$ cat src/rtl/axi4_lite_pkg.sv
// Shared AXI4-Lite types: response codes, queued command/response payloads and
// the issue FSM state encoding.
package axi4_lite_pkg;

  // Stored payload widths; bus ports narrower than these are zero-extended on entry.
  localparam int AXIL_ADDR_WIDTH = 32;
  localparam int AXIL_DATA_WIDTH = 32;

  typedef enum logic [1:0] {
    OKAY   = 2'b00,
    EXOKAY = 2'b01,
    SLVERR = 2'b10,
    DECERR = 2'b11
  } resp_e;

  typedef struct packed {
    logic                       write;
    logic [AXIL_ADDR_WIDTH-1:0] addr;
    logic [AXIL_DATA_WIDTH-1:0] wdata;
  } cmd_t;

  typedef struct packed {
    logic [AXIL_DATA_WIDTH-1:0] rdata;
    resp_e                      resp;
  } rsp_t;

  typedef enum logic [1:0] {
    ST_IDLE  = 2'b00,
    ST_ISSUE = 2'b01,
    ST_DRAIN = 2'b10,
    ST_LOCAL = 2'b11
  } issue_state_e;

  function automatic logic is_aligned(input logic [1:0] addr_lsbs);
    return addr_lsbs == 2'b00;
  endfunction

endpackage

$ cat src/rtl/axi4_lite_sync_fifo.sv
// First-word-fall-through synchronous FIFO; pointers carry an extra wrap bit so
// full and empty are distinguishable.
module axi4_lite_sync_fifo #(
  parameter int WIDTH = 8,
  parameter int DEPTH = 4
) (
  input  logic                   aclk,
  input  logic                   areset,
  input  logic                   push,
  input  logic [WIDTH-1:0]       push_data,
  input  logic                   pop,
  output logic [WIDTH-1:0]       pop_data,
  output logic                   empty,
  output logic [$clog2(DEPTH):0] count
);

  localparam int AW = $clog2(DEPTH);

  logic [WIDTH-1:0] mem [DEPTH];
  logic [AW:0]      wr_ptr_reg;
  logic [AW:0]      rd_ptr_reg;
  logic             full;
  logic             do_push;
  logic             do_pop;

  assign count   = wr_ptr_reg - rd_ptr_reg;
  assign empty   = (wr_ptr_reg == rd_ptr_reg);
  assign full    = (count == (AW+1)'(DEPTH));
  assign do_push = push && !full;
  assign do_pop  = pop && !empty;

  always_ff @(posedge aclk or posedge areset) begin
    if (areset) begin
      wr_ptr_reg <= '0;
      rd_ptr_reg <= '0;
    end else begin
      if (do_push) wr_ptr_reg <= wr_ptr_reg + (AW+1)'(1);
      if (do_pop)  rd_ptr_reg <= rd_ptr_reg + (AW+1)'(1);
    end
  end

  always_ff @(posedge aclk) begin
    if (do_push) mem[wr_ptr_reg[AW-1:0]] <= push_data;
  end

  assign pop_data = mem[rd_ptr_reg[AW-1:0]];

endmodule

$ cat src/rtl/axi4_lite_cmd_queue.sv
// In-order command front-end for the AXI4-Lite manager: queued commands,
// credit-gated issue, local SLVERR for misaligned commands, queued responses.
module axi4_lite_cmd_queue
  import axi4_lite_pkg::*;
#(
  parameter int DATA_WIDTH = 32,
  parameter int ADDR_WIDTH = 32,
  parameter int CMD_DEPTH  = 4,
  parameter int RSP_DEPTH  = 4
) (
  input  logic                         aclk,
  input  logic                         areset,
  input  logic                         cmd_valid,
  output logic                         cmd_ready,
  input  logic                         cmd_write,
  input  logic [ADDR_WIDTH-1:0]        cmd_addr,
  input  logic [DATA_WIDTH-1:0]        cmd_wdata,
  output logic                         mgr_req_valid,
  input  logic                         mgr_req_ready,
  output logic                         mgr_req_write,
  output logic [ADDR_WIDTH-1:0]        mgr_req_addr,
  output logic [DATA_WIDTH-1:0]        mgr_req_wdata,
  input  logic                         mgr_rsp_valid,
  input  logic [DATA_WIDTH-1:0]        mgr_rsp_rdata,
  input  logic [1:0]                   mgr_rsp_resp,
  output logic                         rsp_valid,
  input  logic                         rsp_ready,
  output logic [DATA_WIDTH-1:0]        rsp_rdata,
  output logic [1:0]                   rsp_resp,
  output logic [$clog2(RSP_DEPTH):0]   outstanding,
  output logic                         err_sticky
);

  localparam int CCW = $clog2(CMD_DEPTH) + 1;
  localparam int RCW = $clog2(RSP_DEPTH) + 1;

  cmd_t             cmd_in;
  cmd_t             cmd_head;
  rsp_t             rsp_in;
  rsp_t             rsp_head;
  logic             cmd_empty;
  logic             cmd_full;
  logic             rsp_empty;
  logic [CCW-1:0]   cmd_count;
  logic [RCW-1:0]   rsp_count;
  logic             cmd_push;
  logic             cmd_pop;
  logic             rsp_push;
  logic             rsp_pop;

  issue_state_e     state_reg;
  logic             ready_en_reg;
  logic [RCW-1:0]   outstanding_reg;
  logic             err_sticky_reg;
  logic             rsp_pipe_valid_reg;
  rsp_t             rsp_pipe_reg;

  logic             head_aligned;
  logic [RCW:0]     credit_used;
  logic             credit_ok;
  logic             local_ok;
  logic             req_hs;
  logic             rsp_expected;
  logic             local_push;

  // cmd_ready stays low during reset and rises on the first edge after release
  assign cmd_full  = (cmd_count == CCW'(CMD_DEPTH));
  assign cmd_ready = ready_en_reg && !cmd_full;
  assign cmd_push  = cmd_valid && cmd_ready;
  assign cmd_in    = '{write: cmd_write,
                       addr:  AXIL_ADDR_WIDTH'(cmd_addr),
                       wdata: AXIL_DATA_WIDTH'(cmd_wdata)};

  axi4_lite_sync_fifo #(
    .WIDTH ($bits(cmd_t)),
    .DEPTH (CMD_DEPTH)
  ) u_cmd_fifo (
    .aclk      (aclk),
    .areset    (areset),
    .push      (cmd_push),
    .push_data (cmd_in),
    .pop       (cmd_pop),
    .pop_data  (cmd_head),
    .empty     (cmd_empty),
    .count     (cmd_count)
  );

  // A response still in the input register holds a slot as well
  assign credit_used  = (RCW+1)'(outstanding_reg) + (RCW+1)'(rsp_count)
                      + (RCW+1)'(rsp_pipe_valid_reg);
  assign credit_ok    = credit_used < (RCW+1)'(RSP_DEPTH);
  assign local_ok     = (outstanding_reg == '0) && credit_ok;
  assign head_aligned = is_aligned(cmd_head.addr[1:0]);

  assign mgr_req_valid = (state_reg == ST_ISSUE) && !cmd_empty && head_aligned && credit_ok;
  assign req_hs        = mgr_req_valid && mgr_req_ready;
  assign mgr_req_write = mgr_req_valid && cmd_head.write;
  assign mgr_req_addr  = mgr_req_valid ? ADDR_WIDTH'(cmd_head.addr)  : '0;
  assign mgr_req_wdata = mgr_req_valid ? DATA_WIDTH'(cmd_head.wdata) : '0;

  assign local_push   = (state_reg == ST_LOCAL);
  assign cmd_pop      = req_hs || local_push;
  assign rsp_expected = mgr_rsp_valid && (outstanding_reg != '0);

  // LOCAL is only entered with nothing outstanding, so it never collides
  // with a registered manager completion
  assign rsp_push = rsp_pipe_valid_reg || local_push;
  assign rsp_in   = local_push ? '{rdata: '0, resp: SLVERR} : rsp_pipe_reg;
  assign rsp_pop  = rsp_valid && rsp_ready;

  axi4_lite_sync_fifo #(
    .WIDTH ($bits(rsp_t)),
    .DEPTH (RSP_DEPTH)
  ) u_rsp_fifo (
    .aclk      (aclk),
    .areset    (areset),
    .push      (rsp_push),
    .push_data (rsp_in),
    .pop       (rsp_pop),
    .pop_data  (rsp_head),
    .empty     (rsp_empty),
    .count     (rsp_count)
  );

  assign rsp_valid   = !rsp_empty;
  assign rsp_rdata   = rsp_empty ? '0 : DATA_WIDTH'(rsp_head.rdata);
  assign rsp_resp    = rsp_empty ? 2'b00 : rsp_head.resp;
  assign outstanding = outstanding_reg;
  assign err_sticky  = err_sticky_reg;

  always_ff @(posedge aclk or posedge areset) begin
    if (areset) begin
      ready_en_reg       <= 1'b0;
      outstanding_reg    <= '0;
      err_sticky_reg     <= 1'b0;
      rsp_pipe_valid_reg <= 1'b0;
      rsp_pipe_reg       <= '0;
    end else begin
      ready_en_reg <= 1'b1;
      if (req_hs && !rsp_expected)
        outstanding_reg <= outstanding_reg + RCW'(1);
      else if (!req_hs && rsp_expected)
        outstanding_reg <= outstanding_reg - RCW'(1);
      if (mgr_rsp_valid && !rsp_expected)
        err_sticky_reg <= 1'b1;
      rsp_pipe_valid_reg <= rsp_expected;
      if (rsp_expected)
        rsp_pipe_reg <= '{rdata: AXIL_DATA_WIDTH'(mgr_rsp_rdata), resp: resp_e'(mgr_rsp_resp)};
    end
  end

  always_ff @(posedge aclk or posedge areset) begin
    if (areset) begin
      state_reg <= ST_IDLE;
    end else begin
      case (state_reg)
        ST_IDLE, ST_ISSUE: begin
          if (cmd_empty)         state_reg <= ST_IDLE;
          else if (head_aligned) state_reg <= ST_ISSUE;
          else if (local_ok)     state_reg <= ST_LOCAL;
          else                   state_reg <= ST_DRAIN;
        end
        ST_DRAIN: if (local_ok) state_reg <= ST_LOCAL;
        ST_LOCAL: state_reg <= ST_IDLE;
        default:  state_reg <= ST_IDLE;
      endcase
    end
  end

endmodule
$ cat config.mk
export PLATFORM = sky130hd
export DESIGN_NAME = axi4_lite_cmd_queue
export DESIGN_NICKNAME = d
export VERILOG_FILES = /design/src/rtl/axi4_lite_pkg.sv /design/src/rtl/axi4_lite_sync_fifo.sv /design/src/rtl/axi4_lite_cmd_queue.sv
export SDC_FILE = /design/constraint.sdc
export NUM_CORES = 1
export LEC_CHECK = 0
export ABC_AREA = 1
export ABC_CLOCK_PERIOD_IN_PS = 6800
export BUFFER_PORTS_ARGS = -buffer_cell sky130_fd_sc_hd__buf_2
export CAP_MARGIN = 30
export CORE_MARGIN = 2
export CORE_UTILIZATION = 60
export CTS_BUF_LIST = sky130_fd_sc_hd__clkbuf_8
export DETAILED_ROUTE_END_ITERATION = 16
export GPL_TIMING_DRIVEN = 0
export MAX_ROUTING_LAYER = met4
export PLACE_DENSITY = 0.78
export SLEW_MARGIN = 20
export SYNTH_ARGS = -nofsm -noshare
export SYNTH_HDL_FRONTEND = slang
export SYNTH_HIERARCHICAL = 1
export SYNTH_SLANG_ARGS = --single-unit
$ cat constraint.sdc
create_clock -name aclk -period 6.8 [get_ports aclk]
set_input_delay 0.68 -clock aclk [delete_from_list [all_inputs] [get_ports aclk]]
set_output_delay 0.68 -clock aclk [all_outputs]
set_load 0.005 [all_outputs]
# --- After elaboration in Yosys (flattened, before gate mapping) ---
# Memory sizes are Yosys's and may differ from the RTL's.
# Cells that the tools add are included.
totals:
  in_bits: 105
  out_inout_bits: 106
  mem_bits_rw: 396
  regBits: 54
  n_memories: 2
  elab_cells: 79
mem_list:
  columns: ["memory", "depth", "word_bits", "read_ports", "rd_ports_with_merged_regs", "write_ports", "line", "rtl"]
  rows:
  - ["u_cmd_fifo.mem", 4, 65, 1, 0, 1, "axi4_lite_sync_fifo.sv:19", "logic [WIDTH-1:0] mem [DEPTH];"]
  - ["u_rsp_fifo.mem", 4, 34, 1, 0, 1, "axi4_lite_sync_fifo.sv:19", null]
op_classes:
  add_sub_neg: 10
  n_lt_le_gt_ge: 1
  mux: 16
  eq_ne: 8
  reduce_logical: 31
op_table:
  columns: ["operator", "count"]
  rows:
  - ["$mux 32", 3]
  - ["$mux 34", 1]
  - ["$logic_and 1x1->1", 17]
  - ["$add 3x1->3 const B", 5]
  - ["$mux 2", 4]
  - ["$eq 3x3->1", 2]
  - ["$eq 3x3->1 const B", 2]
  - ["$logic_not 1->1", 6]
  - ["$mux 3", 2]
  - ["$pmux 2 s3", 1]
  - ["$sub 3x3->3", 2]
  - ["$mux 1", 5]
  - ["$add 3x3->4", 1]
  - ["$add 4x1->4", 1]
  - ["$eq 2x2->1 const B", 2]
  - ["$logic_not 2->1", 2]
  - ["$lt 4x3->1 const B", 1]
  - ["$logic_not 3->1", 1]
  - ["$reduce_bool 3->1", 1]
  - ["$sub 3x1->3 const B", 1]
  - ["$eq 2x1->1 const B", 1]
  - ["$logic_or 1x1->1", 2]
  - ["$ne 2x2->1 const B", 1]
  - ["$reduce_bool 2->1", 1]
  - ["$reduce_or 2->1", 1]

# --- Longest topological paths before layout ---
# Gate-level depths: netlist of run 1.
logic_depth:
  word_depth: 10
  mapped_depth: 22
  ltp_nobuf: 22

# --- Cells and area by module ---
# Netlist of run 1, hierarchy kept.
modules_own_cells:
  columns: ["module", "n_inst", "seq_area_each_um2", "cells_per_inst", "area_each_um2"]
  rows:
  - ["axi4_lite_sync_fifo (u_cmd_fifo)", 1, 7957.6, 691, 10560.1]
  - ["axi4_lite_sync_fifo (u_rsp_fifo)", 1, 4234.1, 391, 5521.5]
  - ["axi4_lite_cmd_queue", 1, 1051.0, 397, 3211.8]

# --- Worst setup path after synthesis of run 1 ---
# OpenSTA, ideal clock, no wires.
synth_timing:
  kind: "reg-to-reg"
  startpoint: "register u_cmd_fifo.rd_ptr_reg[1]"
  endpoint: "memory u_cmd_fifo/mem[0][0] in the netlist's numbering, enable pin"
  stages_incl_launch_ff: 11
  t_required_ns: 6.312
  period_less_slack_ns: 5.112
  arrival_ns: 4.624
  setup_ns: 0.488
  path_buffers: 2
  setup_slack_ns: 1.688
  path_cell_list: "dfrtp_1 > inv_2 > buf_4 > buf_2 > fa_1 > nand3_1 > nand2_1 > a21boi_0 > and2_1 > nand2_2 > nor2_1"
synth_between:
  elab_chain_cells: 8
synth_lines:
  columns: ["element", "line", "rtl"]
  rows:
  - ["start: declaration", "axi4_lite_sync_fifo.sv:21", "logic [AW:0] rd_ptr_reg;"]
  - ["start signal: assignment", "axi4_lite_sync_fifo.sv:38", "if (do_pop) rd_ptr_reg <= rd_ptr_reg + (AW+1)'(1);"]
  - ["$sub 3x3->3", "axi4_lite_sync_fifo.sv:26", "assign count = wr_ptr_reg - rd_ptr_reg;"]
  - ["net cmd_count[2]", "axi4_lite_cmd_queue.sv:44", "logic [CCW-1:0] cmd_count;"]
  - ["$eq 3x3->1", "axi4_lite_cmd_queue.sv:67", "assign cmd_full = (cmd_count == CCW'(CMD_DEPTH));"]
  - ["$logic_not 1->1", "axi4_lite_cmd_queue.sv:68", "assign cmd_ready = ready_en_reg && !cmd_full;"]
  - ["$logic_and 1x1->1", "axi4_lite_cmd_queue.sv:68", null]
  - ["net cmd_ready", "axi4_lite_cmd_queue.sv:14", "output logic cmd_ready,"]
  - ["$logic_and 1x1->1", "axi4_lite_cmd_queue.sv:69", "assign cmd_push = cmd_valid && cmd_ready;"]
  - ["net cmd_push", "axi4_lite_cmd_queue.sv:46", "logic cmd_push;"]
  - ["$logic_and 1x1->1", "axi4_lite_sync_fifo.sv:29", "assign do_push = push && !full;"]
  - ["$mux 1", "axi4_lite_sync_fifo.sv:43", "if (do_push) mem[wr_ptr_reg[AW-1:0]] <= push_data;"]
  - ["$mux 1 (implied by the code)", "axi4_lite_sync_fifo.sv:43", null]
  - ["end: declaration", "axi4_lite_sync_fifo.sv:19", null]
# The timed path passes the listed nets, and every way through them passes these cells.

# --- Final worst setup path of run 1 ---
layout_timing:
  startpoint: "register u_rsp_fifo.rd_ptr_reg[1]"
  endpoint: "output mgr_req_wdata[19]"
layout_between:
  elab_chain_cells: 6
layout_lines:
  columns: ["element", "line", "rtl"]
  rows:
  - ["start: declaration", "axi4_lite_sync_fifo.sv:21", null]
  - ["start signal: assignment", "axi4_lite_sync_fifo.sv:38", null]
  - ["$sub 3x3->3", "axi4_lite_sync_fifo.sv:26", null]
  - ["net rsp_count[2]", "axi4_lite_cmd_queue.sv:45", "logic [RCW-1:0] rsp_count;"]
  - ["$add 3x3->4", "axi4_lite_cmd_queue.sv:89", "assign credit_used = (RCW+1)'(outstanding_reg) + (RCW+1)'(rsp_count)"]
  - ["$add 4x1->4", "axi4_lite_cmd_queue.sv:90", "+ (RCW+1)'(rsp_pipe_valid_reg);"]
  - ["$lt 4x3->1", "axi4_lite_cmd_queue.sv:91", "assign credit_ok = credit_used < (RCW+1)'(RSP_DEPTH);"]
  - ["$logic_and 1x1->1", "axi4_lite_cmd_queue.sv:95", "assign mgr_req_valid = (state_reg == ST_ISSUE) && !cmd_empty && head_aligned && credit_ok;"]
  - ["$mux 32", "axi4_lite_cmd_queue.sv:99", "assign mgr_req_wdata = mgr_req_valid ? DATA_WIDTH'(cmd_head.wdata) : '0;"]
  - ["end: declaration", "axi4_lite_cmd_queue.sv:22", "output logic [DATA_WIDTH-1:0] mgr_req_wdata,"]
# The timed path passes the listed nets, and every way through them passes these cells.

==> results by group, run 1 <==
Run status
  – Status: complete, no violations

Placement
  – Post-DP HPWL: 29.64 mm
  – Pre-CTS WS: 2792 ps
  – Port bufs: 208
  – Dpl cells: 2105
  – Routability cong.: 0.7817

Cells and area
  – Layout cell share with drive strength beyond 1: 29.92%
  – Filler cells: 2098
  – Finished Layout Cells: 2239
  – Nets: 1901
  – Largest register FFs: 260
  – Layout area overhead: 16.63%

Timing
  – Smallest hold slack: 50.33 ps
  – Worst Clk Skew: 27.58 ps
  – Max-slew violations: 0
  – Final WS setup: 2312 ps
  – Fmax: 222.8 MHz
  – Final hold viol count: 0
  – RSZ-0062 raised after global routing: no
  – Least-Margin Pin Slew: 623.2 ps
  – Final setup violation count: 0
  – Final period util: 66.00%
  – Rel. slew slack: 58.36%
  – Tmin final: 4488 ps

Route
  – Via-per-instance ratio: 5.632
  – Routed wire length: 44.59 mm
  – DR vias: 12610
  – Initial DRC count: 916
  – Drc violations: 0
  – WL/cell: 19.92 um
  – Final ANT Viol Nets: 0
  – Router iterations before antenna repair: 5

Floorplan
  – Die Y: 183.3 um
  – Die span in x: 183.3 um
  – FP Rows: 65
  – I/O Pins: 211
  – Starting Density: 60.98%
  – Core ar.: 31640 sq um
  – Die footprint: 33610 sq um

Clocking
  – CTS Buf Count: 70
  – CTS Hold Buffers Added: 0
  – Clk buf depth: 3
  – Setup Fix Bufs, Post-CTS: 0
  – CTS resizes: 0
  – H-tree levels: 3
  – Clk sinks: 450
  – Root buffer cell: clkbuf_8
  – Clk Latency, worst-skew pair: 590 ps
  – CTS clk-pin slew, worst paths: 60 ps
  – TritonCTS clock tree: built

Synth
  – Distinct cells, synth: 41
  – Synth Register Bits: 450
  – Fraction of registers with async set or reset after synthesis: 12.00%
  – Gate Count Post-Synth: 1479
  – Sequential fraction of the synthesis area: 68.64%
  – Yosys warning total: 6
  – Mapped cell area: 19290 sq um
  – Syn avg cell area: 13.04 sq um
  – Leading register cell type out of synthesis: edfxtp_1
  – Post-synth EDFFs: 396

Global route
  – Vias in the first global route: 12850
  – Initial antenna violation count: 9
  – Global route overflow: 0
  – Largest net degree at the start of global routing: 50
  – First-pass GRT wire length: 68.17 mm
  – GRT Total Usage: 27.45%

Worst setup path
  – RR Startpoint: u_rsp_fifo/rd_ptr_reg[1]
  – Largest delay share family, worst path: buffers and inverters
  – Nature of the critical path startpoint: flip-flop
  – Slowest cell on crit path: dfrtp_1
  – CP bufs+invs: 6
  – R2R cell count: 20
  – Delay of the slowest cell on the worst path: 580 ps
  – Flop-to-flop setup slack: 2790 ps
  – Crit. End Element: output pin
  – Crit path DAT: 3810 ps
  – RR Endpoint: outstanding[2]
  – Critical-path cell list: inv_2 > buf_2 > fa_1 > inv_1 > nand3_1 > nand2_2 > ha_1 > inv_1 > nand2_1 > nor2_2 > nand2_2 > buf_6 > nor3b_2 > buf_2
  – Crit path kind: reg2out
  – Crit-path max FO: 11
  – Required time of the critical path: 6120 ps

Power
  – Leakage: 8.658 nW
  – Power Density: 448.2 nW/um^2
  – Worst VDD drop: 0.4169 mV

Flow run
  – Max Cap Viol: 0

Min path
  – Hold Path Class: in2async
-- layer usage --
layer / up-vias / wire length, um / track usage (%)
met5: - / 0 / -
met4: 0 / 1143 / 9.664
met3: 92 / 3751 / 6.473
met2: 557 / 22870 / 47.09
met1: 6111 / 16820 / 31.83
li1: 5850 / - / -
-- Yosys cell counts (3+ instances only) --
library cell / count / area share [%]
edfxtp_1: 396 / 62
nor2_1: 244 / 4.7
o21ai_0: 190 / 4.9
inv_1: 106 / 2.1
nand2_1: 80 / 1.6
o22ai_1: 68 / 2.2
nor3b_2: 60 / 3.9
dfrtp_1: 54 / 7.0
o21ai_1: 40 / 1.0
o22ai_2: 31 / 2.0
buf_2: 29 / 0.75
nor2_4: 28 / 1.6
buf_6: 23 / 1.3
clkbuf_1: 21 / 0.41
ha_1: 18 / 1.2
nand3_1: 14 / 0.36
nor2_2: 10 / 0.32
buf_4: 8 / 0.31
nand2_2: 8 / 0.26
inv_2: 7 / 0.14
buf_12: 4 / 0.42
clkbuf_2: 4 / 0.10
o21ai_2: 4 / 0.18
fa_1: 3 / 0.31
nand3_2: 3 / 0.16
nor3b_1: 3 / 0.12
xnor2_1: 3 / 0.14
xor2_1: 3 / 0.14
-- final cells by class --
class                   instances  area [sq um]  share of cell area (%)
multi-input cells             823          4995                   22.20
plain buffers                  91         661.9                   2.942
inverters                     116         445.4                   1.980
flip-flops and latches        450         13240                   58.85
diodes                          9         22.52                  0.1001
clock inverters                53         246.5                   1.095
well taps                     402         503.0                   2.235
clock buffers                  72         991.0                   4.404
repair buffers                223          1394                   6.194
-- how the worst max path moves through the flow --
stage,to,cells after the start,slack (ps),start
2_1_floorplan,u_cmd_fifo/mem[0][0],10,1690,u_cmd_fifo/rd_ptr_reg[1]
3_3_place_gp,u_cmd_fifo/mem[0][21],10,-810,u_cmd_fifo/rd_ptr_reg[1]
3_5_place_dp,outstanding[2],20,2790,u_rsp_fifo/rd_ptr_reg[1]
4_1_cts,mgr_req_wdata[8],14,2270,u_rsp_fifo/rd_ptr_reg[1]
5_1_grt,mgr_req_wdata[8],14,2140,u_rsp_fifo/rd_ptr_reg[1]
6_report,mgr_req_wdata[19],14,2310,u_rsp_fifo/rd_ptr_reg[1]
-- through the flow --
| step | instance area (sq um) | total power, W | util [%] | TNS, ps |
|---|---|---|---|---|
| floorplan | 19300 | 0.006687 | - | 0 |
| global placement | 20840 | 0.007854 | 65.88 | -136570 |
| detailed placement | 21240 | 0.008092 | 67.14 | 0 |
| CTS | 22480 | 0.01013 | 71.05 | 0 |
| global route | 22500 | 0.01068 | 71.13 | 0 |
| finish | 22500 | 0.01009 | 71.13 | 0 |
-- report_power, final --
group	leakage, nW	switching (W)	internal [W]
clock	0.732	0.00102	0.000996
sequential	4.27	0.000201	0.00372
combinational	3.65	0.00269	0.00146
-- cell families after synthesis --
group | share of synthesized area [%]
AOI/OAI and AO/OA | 10.49
xor gates and xnor gates | 0.2724
adders and majority gates | 1.479
buffers and inverters | 5.726
DFF | 68.64
other | 0.03893
and+or+nand+nor | 13.35
-- cells in the final DEF (no fill, tap or decap), drive strengths merged --
cell type,netlist,routed
a21boi,1,1
a21o,1,1
a21oi,2,2
and2,1,1
buf,66,289
clkbuf,25,97
clkinv,1,23
clkinvlp,0,2
conb,2,3
dfrtp,54,54
diode,0,9
edfxtp,396,396
fa,3,3
ha,18,18
inv,115,144
nand2,90,90
nand3,18,18
nor2,282,282
nor3b,63,63
o21ai,234,234
o22ai,99,99
or2,2,2
xnor2,3,3
xor2,3,3
No activity file was read; power rests on OpenSTA's default activity.
==> run 2, diff against run 1 <==
ABC_CLOCK_PERIOD_IN_PS = 4300   (was 6800)
clock period = 4.3 ns   (was 6.8 ns; I/O delays follow)
==> results by group, run 2 (synthesized netlist as in run 1, its figures left out) <==
Worst setup path
  – Crit. path cell count: 14 (unchanged)
  – R2R cell count: 20 (unchanged)
  – Slowest cell on crit path: dfrtp_2
  – Crit path kind: reg2out
  – Crit. End Element: output pin
  – Delay of the slowest cell on the worst path: 490 ps (-90 ps)
  – Required time of the critical path: 3870 ps (-2250 ps)
  – RR Startpoint: u_rsp_fifo/rd_ptr_reg[1]
  – Nature of the critical path startpoint: flip-flop
  – CP bufs+invs: 6 (unchanged)
  – Crit-path max FO: 11 (unchanged)
  – CP Launch Point: u_rsp_fifo/rd_ptr_reg[1]
  – Crit path DAT: 3680 ps (-130 ps)
  – Critical-path cell list: inv_2 > buf_2 > fa_1 > inv_1 > nand3_1 > nand2_2 > ha_1 > inv_1 > nand2_1 > nor2_2 > nand2_2 > buf_6 > nor3b_2 > buf_2
  – Largest delay share family, worst path: simple AND/OR/NAND/NOR gates

Floorplan
  – FP Rows: 65 (unchanged)
  – Starting Density: 60.98% (unchanged)
  – Die span in x: 183.3 um (unchanged)
  – Die footprint: 33610 sq um (unchanged)
  – I/O Pins: 211 (unchanged)
  – Core ar.: 31640 sq um (unchanged)
  – Die Y: 183.3 um (unchanged)

Power
  – Power Density: 708.8 nW/um^2 (+58%)
  – Leakage: 8.661 nW (about the same)
  – Worst VDD drop: 0.6600 mV (+58%)

Timing
  – Rel. slew slack: 58.44% (+0.084 points)
  – Worst Clk Skew: 23.35 ps (-4.225 ps)
  – Tmin final: 4111 ps
  – Fmax: 243.2 MHz
  – Final WS setup: 188.9 ps (-2123 ps)
  – Final setup violation count: 0 (unchanged)
  – RSZ-0062 raised after global routing: no
  – Final period util: 95.61%
  – Final hold viol count: 0 (unchanged)
  – Least-Margin Pin Slew: 621.9 ps (-1.250 ps)
  – Max-slew violations: 0 (unchanged)

Route
  – DR vias: 12590 (-0.17%)
  – Final ANT Viol Nets: 0 (unchanged)
  – Via-per-instance ratio: 5.620 (-0.22%)
  – Initial DRC count: 910 (-0.66%)
  – Drc violations: 0 (unchanged)
  – Router iterations before antenna repair: 5 (unchanged)
  – Routed wire length: 44.63 mm (about the same)
  – WL/cell: 19.93 um (about the same)

Clocking
  – Clk Latency, worst-skew pair: 590 ps (about the same)
  – Setup Fix Bufs, Post-CTS: 0 (unchanged)
  – CTS Buf Count: 70 (unchanged)
  – CTS clk-pin slew, worst paths: 60 ps (about the same)
  – Root buffer cell: clkbuf_8
  – H-tree levels: 3 (unchanged)
  – Clk sinks: 450 (unchanged)
  – Clk buf depth: 3 (unchanged)
  – TritonCTS clock tree: built

Placement
  – Routability cong.: 0.7817 (unchanged)
  – Pre-CTS WS: 292.1 ps (-2500 ps)
  – Port bufs: 208 (unchanged)
  – Post-DP HPWL: 29.64 mm (unchanged)

Global route
  – GRT Total Usage: 27.45% (about the same)
  – Largest net degree at the start of global routing: 50 (unchanged)
  – Initial antenna violation count: 9 (unchanged)
  – First-pass GRT wire length: 68.18 mm (about the same)
  – Global route overflow: 0 (unchanged)
  – Vias in the first global route: 12850 (+0.047%)

Min path
  – Hold Path Class: in2reg
  – Worst Hold Depth: 3
  – HP Start: mgr_rsp_rdata[6]

Cells and area
  – Nets: 1902 (+0.053%)
  – Layout cell share with drive strength beyond 1: 29.96% (+0.038 points)
  – Final core occ: 71.16% (about the same)
  – Most frequent cells in the layout: 396 x edfxtp_1, 238 x nor2_1, 237 x buf_2
  – Commonest non-fill, non-tap cell in the layout: edfxtp_1
  – Largest register FFs: 260 (unchanged)
  – Layout area overhead: 16.69% (about the same)

Flow run
  – Max Cap Viol: 0 (unchanged)

Run status
  – Status: complete, no violations
run 2: layer usage:
metal	track usage, %	vias up	part of all wire (%)
li1	-	5853	-
met1	31.84	6096	38
met3	6.454	96	8.4
met4	9.664	0	2.7
met2	47.11	543	51
met5	-	-	0
run 2: power breakdown:
part | internal [W] | leakage [nW] | switching, W
combinational | 0.00231 | 3.66 | 0.00426
clock | 0.00157 | 0.732 | 0.00161
sequential | 0.00589 | 4.27 | 0.000320
total | 0.00977 | 8.66 | 0.00619
run 2: worst reg2reg max path, delay by kind of cell (launching register included):
family	cells	cell delay, ps
buffers and inverters	6	630
and+or+nand+nor	9	1250
xor gates and xnor gates	1	150
DFF	1	490
adders and majority gates	4	1220
run 2: worst paths after layout:
kind,slack (ps),to
max reg2reg,440,outstanding[2]
max in group asynchronous,3280,rsp_pipe_reg[16]
min,50,rsp_pipe_reg[8]
max,190,mgr_req_wdata[19]
min reg2reg,480,err_sticky
min in group asynchronous,360,u_cmd_fifo/wr_ptr_reg[2]
run 2: area by class of cell:
class	instances	area, sq um
diodes	9	22.52
plain buffers	91	661.9
clock buffers	72	991.0
clock inverters	53	246.5
fillers	2097	9124
inverters	116	445.4
multi-input cells	823	4995
flip-flops and latches	450	13240
well taps	402	503.0
repair buffers	224	1404
run 2: metrics by stage:
stage          setup TNS [ps]  total power (W)  instance area (sq um)  hold WS (ps)  instances
3_5_place_dp                0          0.01280                  21240         398.5       2105
3_3_place_gp          -711600          0.01242                  20840         395.3       2090
2_1_floorplan         -158430          0.01058                  19300         221.0       1480
4_1_cts                     0          0.01602                  22490         12.69       2231
6_report                    0          0.01596                  22510         48.52       2240
5_1_grt                     0          0.01690                  22510         29.12       2240
run 2: timing repair:
action	in CTS	in global routing
setup endpoints to repair	0	27
hold buffers	1	0
hold endpoints to repair	31	0
gates resized for setup	0	1
==> run 3, diff against run 2 <==
CORE_UTILIZATION = 30   (was 60)
PLACE_DENSITY = 0.43   (was 0.78)
==> results by group, run 3 (synthesized netlist as in run 1, its figures left out) <==
Clocking
  – CTS Buf Count: 81 (+16%)
  – H-tree levels: 3 (unchanged)
  – CTS clk-pin slew, worst paths: 60 ps (about the same)
  – Root buffer cell: clkbuf_8
  – Clk sinks: 450 (unchanged)
  – Clk buf depth: 3 (unchanged)
  – TritonCTS clock tree: built
  – Clk Latency, worst-skew pair: 680 ps (+90 ps)

Route
  – Routed wire length: 52.88 mm (+18%)
  – Initial DRC count: 741 (-19%)
  – DR vias: 12600 (+0.13%)
  – Final ANT Viol Nets: 0 (unchanged)
  – Via-per-instance ratio: 4.495 (-20%)
  – Router iterations before antenna repair: 5 (unchanged)
  – Drc violations: 0 (unchanged)
  – WL/cell: 18.86 um (-5.3%)

Placement
  – Post-DP HPWL: 34.37 mm (+16%)
  – Placed Area: 21810 sq um (+2.7%)
  – Port bufs: 208 (unchanged)
  – Routability cong.: 0.7618 (-2.5%)
  – Pre-CTS WS: 115.6 ps (-176.5 ps)

Timing
  – Least-Margin Pin Slew: 761.1 ps (+139.2 ps)
  – Max-slew violations: 0 (unchanged)
  – Final period util: 91.56% (-4.0 points)
  – Rel. slew slack: 49.14% (-9.3 points)
  – Final hold viol count: 0 (unchanged)
  – Final setup violation count: 0 (unchanged)
  – RSZ-0062 raised after global routing: no
  – Tmin final: 3937 ps (-174.0 ps)
  – Smallest hold slack: 72.52 ps (+24.00 ps)
  – Final WS setup: 362.9 ps (+174.0 ps)
  – Fmax: 254.0 MHz (+4.4%)
  – Worst Clk Skew: 51.24 ps (+27.88 ps)

Cells and area
  – Layout area overhead: 26.30%
  – Largest register FFs: 260 (unchanged)
  – Nets: 2013 (+5.8%)
  – Layout cell share with drive strength beyond 1: 28.86% (-1.1 points)
  – Most frequent cells in the layout: 396 x edfxtp_1, 238 x nor2_1, 237 x buf_2
  – Filler cells: 6214 (+200%)
  – Commonest non-fill, non-tap cell in the layout: edfxtp_1
  – Cell area after layout: 24370 sq um (+8.2%)

Global route
  – First-pass GRT wire length: 79.50 mm (+17%)
  – Largest net degree at the start of global routing: 43 (-14%)
  – Initial antenna violation count: 7 (-2)
  – GRT Total Usage: 16.31% (-11 points)
  – Vias in the first global route: 12990 (+1.1%)
  – Global route overflow: 0 (unchanged)

Power
  – Leakage: 9.273 nW (+7.1%)
  – Worst VDD drop: 0.3018 mV (-54%)
  – Clk pwr share: 22.5% (+2.5 points)
  – Int Power: 0.01030 W (+5.4%)
  – Seq pwr share: 36.7% (-2.2 points)
  – Sw frac: 38.92% (+0.13 points)
  – Power Density: 691.8 nW/um^2 (-2.4%)
  – Comb pwr share: 40.8% (-0.3 points)
  – NetSw: 0.006562 W (+6.0%)

Worst setup path
  – Slowest cell on crit path: dfrtp_2
  – Critical-path cell list: inv_2 > buf_2 > fa_1 > inv_1 > nand3_1 > nand2_2 > ha_1 > inv_1 > nand2_1 > nor2_2 > nand2_4 > buf_6 > nor3b_2 > buf_2
  – Crit. End Element: output pin
  – Crit path kind: reg2out
  – Crit-path max FO: 11 (unchanged)
  – Crit path DAT: 3510 ps (-170 ps)
  – Delay of the slowest cell on the worst path: 450 ps (-40 ps)
  – CP bufs+invs: 6 (unchanged)
  – Required time of the critical path: 3870 ps (about the same)
  – Nature of the critical path startpoint: flip-flop
  – Largest delay share family, worst path: buffers and inverters

Min path
  – Hold Path Class: in2reg

Floorplan
  – Starting Density: 30.47% (-31 points)
  – Core ar.: 63310 sq um (+100%)
  – I/O Pins: 211 (unchanged)
  – Die span in x: 257.6 um (+41%)
  – Die footprint: 66360 sq um (+97%)
  – Die Y: 257.6 um (+41%)
  – FP Rows: 92 (+42%)

Flow run
  – Max Cap Viol: 0 (unchanged)

Run status
  – Status: complete, no violations
run 3: cell types whose count changed in the layout (fill, tap and decap cells not counted), moves of 3 or more:
| cell | before | now |
|---|---|---|
| clkbuf_8 | 72 | 88 |
| clkinv_2 | 10 | 5 |
| inv_1 | 128 | 139 |
| buf_4 | 8 | 11 |
| dlygate4sd3_1 | 1 | 98 |
run 3: repair_timing:
item	4_1_cts	5_1_grt
resized for setup	2	0
endpoints found under the hold margin	346	0
endpoints found under the setup margin	61	1
hold buffers	98	0
setup buffers	0	3
run 3: power groups by stage:
| stage | clock [W] | sequential (W) | combinational (W) |
|---|---|---|---|
| finish | 0.00380 | 0.00618 | 0.00688 |
| global route | 0.00413 | 0.00626 | 0.00761 |
| CTS | 0.00394 | 0.00619 | 0.00703 |
| detailed placement | 0 | 0.00627 | 0.00691 |
| global placement | 0 | 0.00638 | 0.00661 |
| floorplan | 0 | 0.00624 | 0.00434 |
run 3: final cells by class:
class                      instances  area, sq um  share of cell area [%]
clock buffer                      88         1211                   4.970
inverter                         116        447.9                   1.838
timing repair buffer             324         2405                   9.869
clock inverter                    59        322.8                   1.325
multi-input combinational        823         5000                   20.52
buffer                            91        661.9                   2.716
sequential                       450        13240                   54.35
tap                              846         1059                   4.344
antenna                            7        17.52                 0.07188
run 3: layer usage:
metal  global-route usage [%]  wire (um)  vias to the layer above
li1                         -          -                     6078
met1                    19.83      22970                     6154
met2                    26.77      26000                      291
met4                    4.528       1092                        0
met3                    4.329       2810                       81
met5                        -          0                        -
run 3: worst paths after layout:
check / from / to / slack [ps] / cells after the start
max: u_rsp_fifo/rd_ptr_reg[1] / mgr_req_wdata[9] / 360 / 14
min: mgr_rsp_rdata[16] / rsp_pipe_reg[18] / 70 / 3
max reg2reg: u_cmd_fifo/rd_ptr_reg[1] / u_cmd_fifo/mem[1][39] / 490 / 12
min reg2reg: err_sticky / err_sticky / 450 / 1
max in group asynchronous: areset / rsp_pipe_reg[8] / 3360 / 3
min in group asynchronous: areset / u_rsp_fifo/wr_ptr_reg[2] / 290 / 3
run 3: through the flow:
stage,cells,power [W],setup TNS (ps),util (%)
finish,2804,0.01686,0,38.49
global route,2804,0.01801,0,38.49
CTS,2794,0.01716,0,38.43
detailed placement,2549,0.01319,0,34.44
global placement,2534,0.01299,-993210,33.80
floorplan,1480,0.01058,-158430,-
run 3: tightest hold or removal path, cell delays in order:
cell     delay (ps)
buf_2           110
nand2_1          50
o21ai_1          70
